<file path="src/rtl/disp_scan_ctrl.sv">
// Four-digit multiplexed 7-segment scan controller with guard (all anodes off) gaps and per-frame input snapshots.
// Optional leading-zero blanking is enabled by defining DISP_SCAN_LZ_BLANK_EN.
module disp_scan_ctrl #(
  parameter int unsigned SHOW_CYC  = 50000,
  parameter int unsigned GUARD_CYC = 16
) (
  input  logic        clk,
  input  logic        rst,
  input  logic        en,
  input  logic [15:0] hex_in,
  input  logic [3:0]  point_in,
  input  logic [3:0]  blank_in,
  output logic [1:0]  sel,
  output logic [3:0]  an,
  output logic [3:0]  digit,
  output logic        dp,
  output logic        frame_tick
);

  localparam int unsigned MAX_CYC = (SHOW_CYC > GUARD_CYC) ? SHOW_CYC : GUARD_CYC;
  localparam int unsigned CW      = (MAX_CYC > 1) ? $clog2(MAX_CYC) : 1;

  typedef enum logic [1:0] {
    IDLE  = 2'd0,
    GUARD = 2'd1,
    SHOW  = 2'd2
  } state_e;

  state_e        state_q, state_d;
  logic [CW-1:0] cnt_q, cnt_d;
  logic [1:0]    sel_q, sel_d;
  logic [15:0]   hex_q, hex_d;
  logic [3:0]    pt_q, pt_d;
  logic [3:0]    blk_q, blk_d;
  logic [3:0]    an_d;
  logic [3:0]    digit_d;
  logic          dp_d;
  logic          tick_d;
  logic [3:0]    lz_blank_d;
  logic          blanked_d;

`ifdef DISP_SCAN_LZ_BLANK_EN
  // Digit k blanks when it and every more-significant nibble is zero; digit 0 always shows.
  always_comb begin
    lz_blank_d    = 4'b0000;
    lz_blank_d[3] = (hex_d[15:12] == 4'd0);
    lz_blank_d[2] = lz_blank_d[3] && (hex_d[11:8] == 4'd0);
    lz_blank_d[1] = lz_blank_d[2] && (hex_d[7:4] == 4'd0);
  end
`else
  assign lz_blank_d = 4'b0000;
`endif

  // Next-state and output decode; outputs are derived from the next state so they register cleanly.
  always_comb begin
    state_d = state_q;
    cnt_d   = cnt_q;
    sel_d   = sel_q;
    hex_d   = hex_q;
    pt_d    = pt_q;
    blk_d   = blk_q;
    tick_d  = 1'b0;

    case (state_q)
      IDLE: begin
        cnt_d = '0;
        sel_d = 2'd0;
        if (en) begin
          state_d = GUARD;
          hex_d   = hex_in;
          pt_d    = point_in;
          blk_d   = blank_in;
        end
      end
      GUARD: begin
        if (!en) begin
          state_d = IDLE;
          cnt_d   = '0;
          sel_d   = 2'd0;
        end else if (cnt_q == CW'(GUARD_CYC - 1)) begin
          state_d = SHOW;
          cnt_d   = '0;
        end else begin
          cnt_d = cnt_q + CW'(1);
        end
      end
      SHOW: begin
        if (!en) begin
          state_d = IDLE;
          cnt_d   = '0;
          sel_d   = 2'd0;
        end else if (cnt_q == CW'(SHOW_CYC - 1)) begin
          state_d = GUARD;
          cnt_d   = '0;
          sel_d   = sel_q + 2'd1;
          if (sel_q == 2'd3) begin
            tick_d = 1'b1;
            hex_d  = hex_in;
            pt_d   = point_in;
            blk_d  = blank_in;
          end
        end else begin
          cnt_d = cnt_q + CW'(1);
        end
      end
      default: begin
        state_d = IDLE;
        cnt_d   = '0;
        sel_d   = 2'd0;
      end
    endcase

    blanked_d = blk_d[sel_d] | lz_blank_d[sel_d];
    an_d      = 4'b1111;
    digit_d   = 4'd0;
    dp_d      = 1'b0;
    if (state_d != IDLE) begin
      digit_d = 4'(hex_d >> {sel_d, 2'b00});
      dp_d    = pt_d[sel_d] & ~blanked_d;
      if (state_d == SHOW && !blanked_d) begin
        an_d = ~(4'b0001 << sel_d);
      end
    end
  end

  always_ff @(posedge clk) begin
    if (rst) begin
      state_q    <= IDLE;
      cnt_q      <= '0;
      sel_q      <= 2'd0;
      hex_q      <= 16'd0;
      pt_q       <= 4'd0;
      blk_q      <= 4'd0;
      an         <= 4'b1111;
      digit      <= 4'd0;
      dp         <= 1'b0;
      frame_tick <= 1'b0;
    end else begin
      state_q    <= state_d;
      cnt_q      <= cnt_d;
      sel_q      <= sel_d;
      hex_q      <= hex_d;
      pt_q       <= pt_d;
      blk_q      <= blk_d;
      an         <= an_d;
      digit      <= digit_d;
      dp         <= dp_d;
      frame_tick <= tick_d;
    end
  end

  assign sel = sel_q;

endmodule

</file>
<file path="config.mk">
export PLATFORM = sky130hd
export DESIGN_NAME = disp_scan_ctrl
export DESIGN_NICKNAME = d
export VERILOG_FILES = /design/src/rtl/disp_scan_ctrl.sv
export SDC_FILE = /design/constraint.sdc
export NUM_CORES = 1
export LEC_CHECK = 0
export ABC_AREA = 1
export BUFFER_PORTS_ARGS = -buffer_cell sky130_fd_sc_hd__clkbuf_2
export CAP_MARGIN = 20
export CORE_ASPECT_RATIO = 1.4
export CORE_MARGIN = 3
export CORE_UTILIZATION = 50
export CTS_CLUSTER_SIZE = 8
export DETAILED_ROUTE_END_ITERATION = 8
export PLACE_DENSITY = 0.74
export SETUP_SLACK_MARGIN = 0.4
export SLEW_MARGIN = 15
export SYNTH_ARGS = -nofsm -noshare
export SYNTH_HDL_FRONTEND = slang
export SYNTH_SLANG_ARGS = --single-unit
</file>
<file path="constraint.sdc">
create_clock -name clk -period 1.8 [get_ports clk]
set_clock_uncertainty 0.2 [all_clocks]
set_input_delay 0.18 -clock clk [delete_from_list [all_inputs] [get_ports clk]]
set_output_delay 0.18 -clock clk [all_outputs]
set_load 0.05 [all_outputs]
</file>
; Yosys cells after proc, flatten, opt, wreduce, memory -nomap -nowiden
; Cells that the tools add are included.
[classes]
add_sub_neg = 2
mul = 0
n_div = 0
order_cmp = 1
n_eq_ne = 6
n_shift = 2
mux = 37
bitwise_logic = 9
reduce_logical = 7
[op_table]
columns = op, n
row1 = $mux W16, 8
row2 = $pmux W16 S2, 2
row3 = $mux W4, 8
row4 = $add A16 B1 Y16 const B, 1
row5 = $eq A16 B16 Y1 const B, 1
row6 = $eq A16 B4 Y1 const B, 1
row7 = $mux W2, 8
row8 = $pmux W4 S2, 2
row9 = $shr A16 B4 Y4, 1
row10 = $bmux W1 S2, 3
row11 = $eq A2 B2 Y1 const B, 3
row12 = $not A1 Y1, 6
row13 = $pmux W2 S3, 1
row14 = $mux W1, 4
row15 = $not A4 Y4, 1
row16 = $pmux W2 S2, 1
row17 = $reduce_or A4 Y1, 1
row18 = $shl A1 B2 Y4 const A, 1
row19 = $lt A2 B3 Y1 const B, 1
row20 = $reduce_or A3 Y1, 1
row21 = $add A2 B1 Y2 const B, 1
row22 = $eq A2 B1 Y1 const B, 1
row23 = $logic_not A2 Y1, 1
row24 = $reduce_bool A2 Y1, 1
row25 = other kinds (5), 5
[totals]
reg_bits = 54
latchBits = 0
mem_bits_rw = 0
mem_bits_ro = 0
input_bits = 27
out_inout_bits = 12
word_cells = 74
memories = 0

; Longest topological paths before layout
[depth]
word_depth = 12
depth_mapped = 16
depth_no_buf = 15

; Worst setup path after synthesis
; No wires, ideal clock.
[synth_path]
path_kind = reg2reg
startpoint = reg sel_q[0] (netlist: sel[0])
endpoint = reg dp
setup_time_ps = 108
t_arrival_ps = 1755
required_ps = 1492
path_slack_ps = -264
path_stages_with_launch = 14
path_buffers = 1
synth_period_minus_slack_ps = 2064
path_cell_list = dfxtp_1 -> ha_1 -> nand2_1 -> a21oi_1 -> nand2_2 -> buf_4 -> nand2_1 -> nand2_1 -> nand2_1 -> nand2_1 -> nand2_1 -> nand2_1 -> inv_2 -> nor2_2
[synth_via]
elab_chain_cells = 10
elab_cells_between_ends = 23
cone_classes = add/sub (1) / eq/ne (1) / mux (18) / bitwise (3)
[synth_lines]
columns = item, line_no
row1 = "start, declared", 31  ; logic [1:0] sel_q, sel_d;
row2 = "start signal, assigned", 141  ; sel_q <= sel_d;
row3 = $eq A2 B2 Y1, 96  ; if (sel_q == 2'd3) begin
row4 = $mux W4, 96
row5 = $mux W4, 92  ; end else if (cnt_q == CW'(SHOW_CYC - 1)) begin
row6 = $mux W4, 88  ; if (!en) begin
row7 = $pmux W4 S2, 64  ; case (state_q)
row8 = $bmux W1 S2, 113  ; blanked_d = blk_d[sel_d] | lz_blank_d[sel_d];
row9 = $mux W1 (not written as such), 113
row10 = $or A1 B1 Y1, 113
row11 = $not A1 Y1, 119  ; dp_d = pt_d[sel_d] & ~blanked_d;
row12 = $and A1 B1 Y1 (*), 119
row13 = "end signal, assigned", 147  ; dp <= dp_d;
row14 = "end, declared", 16  ; output logic dp,
; Every way passes the cells marked *; elsewhere a longest branch is shown, timed or not. The select of a mux whose other input is x is not followed.
; A chain may end at the register's enable or synchronous reset.

; Final worst setup path
[layout_path]
startpoint = reg cnt_q[5]
endpoint = reg digit[1]
[layout_via]
elab_chain_cells = 7
elab_cells_between_ends = 17
cone_classes = eq/ne (2) / shift (1) / mux (11) / bitwise (1) / reduce/logical (2)
[layout_lines]
columns = item, line_no
row1 = "start, declared", 30  ; logic [CW-1:0] cnt_q, cnt_d;
row2 = "start signal, assigned", 140  ; cnt_q <= cnt_d;
row3 = "parallel branches: the longest is 7 deep, another holds $eq A16 B16 Y1", --
row4 = "end signal, assigned", 146  ; digit <= digit_d;
row5 = "end, declared", 15  ; output logic [3:0] digit,
; Parallel ways; which one is timed is not known.

==> results.sh <==
export IMPL_grt_pass1_vias=3501
export IMPL_overflow=0
export IMPL_path_max_fanout=6
export IMPL_ys_flop_type="dfxtp_1"
export IMPL_dieArea_mm2=0.00625
export IMPL_diodes=0
export IMPL_synth_area_mm2=0.00266
export IMPL_htree_levels=2
export IMPL_start_util_pct=53.4
export IMPL_io_buffer_count=38
export IMPL_grt_usage_pct=32.3
export IMPL_synth_compound_area_share_pct=9.21
export IMPL_dp_cells=549
export IMPL_cts_root_buf="clkbuf_8"
export IMPL_nets=568
export IMPL_clk_pin_slew_worst_paths_ns=0.10
export IMPL_violations="negative setup slack"
export IMPL_clkSinkCount=54
export IMPL_synthTopCellsByArea="dfxtp_1 (41%), nand2_1 (21%), a21oi_1 (6.4%)"
export IMPL_finalSetupViolCount=41
export IMPL_holdCritStartpoint="hex_in[5]"
export IMPL_synthXorXnorAreaFrac_pct=1.32
export IMPL_critPathRequiredTime_ns=1.82
export IMPL_yosys_top_cells_count="nand2_1 (150), dfxtp_1 (54), a21oi_1 (34)"
export IMPL_ys_types=34
export IMPL_die_w_um=67.7
export IMPL_synth_top_family_by_area="simple AND/OR/NAND/NOR gates"
export IMPL_final_core_util_pct=92.5
export IMPL_worstMarginPinSlew_ns=0.399
export IMPL_max_freq_mhz=438
export IMPL_layoutNonFillerInstCount=600
export IMPL_dp_worst_setup_slack_ns=-0.221
export IMPL_place_gp_congestion=0.840
export IMPL_core_area_mm2=0.00499
export IMPL_rows=30
export IMPL_fill_cells=177
export IMPL_report_final_slew_viol_count=0
export IMPL_finalWorstSetupSlack_ns=-0.485
export IMPL_clockPowerShare_pct=31.8
export IMPL_timing_rr_start="cnt_q[5]"
export IMPL_yosysTopAreaCell="dfxtp_1"
export IMPL_synth_edf_count=0
export IMPL_hold_path_class="input pin to register"
export IMPL_syn_to_final_growth_pct=73.3
export IMPL_die_y_um=92.4
export IMPL_yosysMostFrequentCell="nand2_1"
export IMPL_cts_tree="done"
export IMPL_synth_adder_area_share_pct=2.82
export IMPL_power_w=0.00266
export IMPL_drt_pre_antenna_iters=5
export IMPL_cts_buffer_depth=2
export IMPL_min_period_ns=2.29
export IMPL_grt_pass1_wl_mm=15.4
export IMPL_combPwrFrac_pct=21.0
export IMPL_grt_antenna_before_repair=0
export IMPL_cts_buffers=5
export IMPL_clock_latency_ns=0.32
export IMPL_max_cap_violations=0
export IMPL_routedWlPerCell_um=21.6
export IMPL_drt_wl_total_mm=13.0
export IMPL_worstSetupStartpoint="cnt_q[5]"
export IMPL_synth_net_count=416
export IMPL_drive_gt1_share_pct=51.9
export IMPL_status="finished, violations left"
export IMPL_vdd_drop_max_mv=0.493
export IMPL_yosysSeqAreaShare_pct=40.6
export IMPL_drtAntennaViolNets=0
export IMPL_yosys_area_top_type_share_pct=40.6
export IMPL_netlist_instances=383
export IMPL_grt_setup_unrepaired="yes"
export IMPL_synthMuxAreaShare_pct=0
export IMPL_crit_path_end_kind="register"
export IMPL_dp_hpwl_mm=5.46
export IMPL_ios=39
export IMPL_crit_arrival_ns=2.30
export IMPL_powerDensity_mw_per_mm2=577
export IMPL_p_int_w=0.00188
export IMPL_viasPerCell=6.07
export IMPL_finalHoldViolCount=0
export IMPL_startpoint_type="register"
export IMPL_synthArstFlopShare_pct=0
export IMPL_drt_iter0_drc=342
export IMPL_p_seq_share_pct=47.2
export IMPL_via_count=3642
export IMPL_finalCritPeriodShare_pct=127
export IMPL_drc=0
export IMPL_maxSlewHeadroom_pct=73.4
export IMPL_leakagePower_nw=2.18
export IMPL_yosysWarnings=0
export IMPL_crit_type="register to register"
export IMPL_switching_share_pct=29.6
export IMPL_ys_ff_latch=54
export IMPL_synth_simple_area_share_pct=38.6
export IMPL_grt_max_degree=18
export IMPL_p_sw_w=0.000788
export IMPL_syn_avg_cell_area_um2=6.96
power by group through the flow:
stage	Combinational [W]	Clock [W]	Sequential, W
after floorplan	0.000189	0	0.00129
after global placement	0.000342	0	0.00127
after detailed placement	0.000348	0	0.00127
after CTS	0.000432	0.000832	0.00125
after global routing	0.000589	0.000875	0.00126
final	0.000561	0.000846	0.00126
worst max-delay path, stage by stage (launching register included):
cell	delay, ns
dfxtp_1	0.34
nor2_2	0.16
nand2_2	0.12
nor2_4	0.15
buf_6	0.12
nand4_1	0.20
a21oi_4	0.38
clkinvlp_4	0.27
nand2_2	0.16
a21oi_2	0.08
logic make-up (layout without fill, tap and decap cells):
logic type	Yosys count	in the layout
buffers and inverters	44	196
AOI/OAI and AO/OA	46	46
adders and majority gates	6	6
DFF	54	54
and+or+nand+nor	229	230
xor gates and xnor gates	4	4
cell type report:
type | instances | area [µm²] | area share [%]
multi-input combinational | 286 | 1900 | 41.1
timing repair buffer | 154 | 1280 | 27.7
sequential | 54 | 1100 | 23.9
inverter | 33 | 138 | 2.98
tap | 64 | 80.1 | 1.73
clock buffer | 6 | 72.6 | 1.57
clock inverter | 2 | 37.5 | 0.813
timing repair inverter | 1 | 7.51 | 0.163
path summary, 6_finish.rpt:
kind | slack [ns] | cells past startpoint | end
hold / removal | 0.02 | 4 | hex_q[5]
setup / recovery | -0.49 | 9 | digit[1]
hold reg to reg | 0.29 | 2 | hex_q[7]
setup reg to reg | -0.49 | 9 | digit[1]
sequential cells by signal, summed over array words and instances, names as in the netlist:
| signal | flops |
|---|---|
| cnt_q | 16 |
| hex_q | 16 |
| an | 4 |
| blk_q | 4 |
| digit | 4 |
| pt_q | 4 |
| sel | 2 |
| state_q | 2 |
| dp | 1 |
| frame_tick | 1 |
cells in the final DEF, fill, tap and decap left out, types with 3 or more instances in the layout:
| master | netlist | final |
|---|---|---|
| clkbuf_8 | 0 | 6 |
| nand2_2 | 10 | 30 |
| o21ai_2 | 0 | 3 |
| ha_4 | 0 | 4 |
| inv_2 | 5 | 11 |
| buf_6 | 3 | 15 |
| dfxtp_4 | 0 | 4 |
| nor2_4 | 3 | 12 |
| nand3_1 | 9 | 4 |
| nor2_2 | 7 | 6 |
| inv_1 | 26 | 17 |
| buf_4 | 2 | 74 |
| clkbuf_2 | 1 | 36 |
| nand2_4 | 0 | 18 |
| xor2_1 | 3 | 3 |
| nand4_1 | 10 | 10 |
| nand3_2 | 4 | 3 |
| dfxtp_2 | 0 | 7 |
| o21ai_1 | 1 | 5 |
| a21oi_1 | 34 | 21 |
| buf_12 | 0 | 6 |
| nand3_4 | 0 | 6 |
| nor3_2 | 2 | 3 |
| dlygate4sd3_1 | 0 | 19 |
| inv_4 | 0 | 3 |
| dfxtp_1 | 54 | 43 |
| nor2_1 | 24 | 17 |
| nand2_1 | 150 | 111 |
| a21oi_2 | 0 | 12 |
per-stage QoR:
step | hold slack, ns | TNS [ns] | cell area, µm²
global route | 0.0405 | -11.96 | 4620
finish | 0.0159 | -7.38 | 4620
floorplan | 0.129 | 0 | 2800
global placement | 0.235 | -1.51 | 3580
CTS | 0.00124 | -1.75 | 4240
detailed placement | 0.243 | -1.97 | 3580
what timing repair did:
item                                   CTS  global route
setup buffers                           10            11
hold buffers                            19             0
setup endpoints to repair               55            55
cloned                                   3             0
gates resized for setup                 77            66
pin swaps                               27            16
endpoints found under the hold margin   19             0
per-layer routing:
layer | track usage, % | wire length (µm) | share of wire [%]
met1 | 30.0 | 3980 | 31
met2 | 60.4 | 6530 | 50
met3 | 5.10 | 1030 | 7.9
met4 | 22.7 | 1450 | 11
met5 | 0 | 0 | 0
Note: power is estimated with default switching activity, not from simulation.
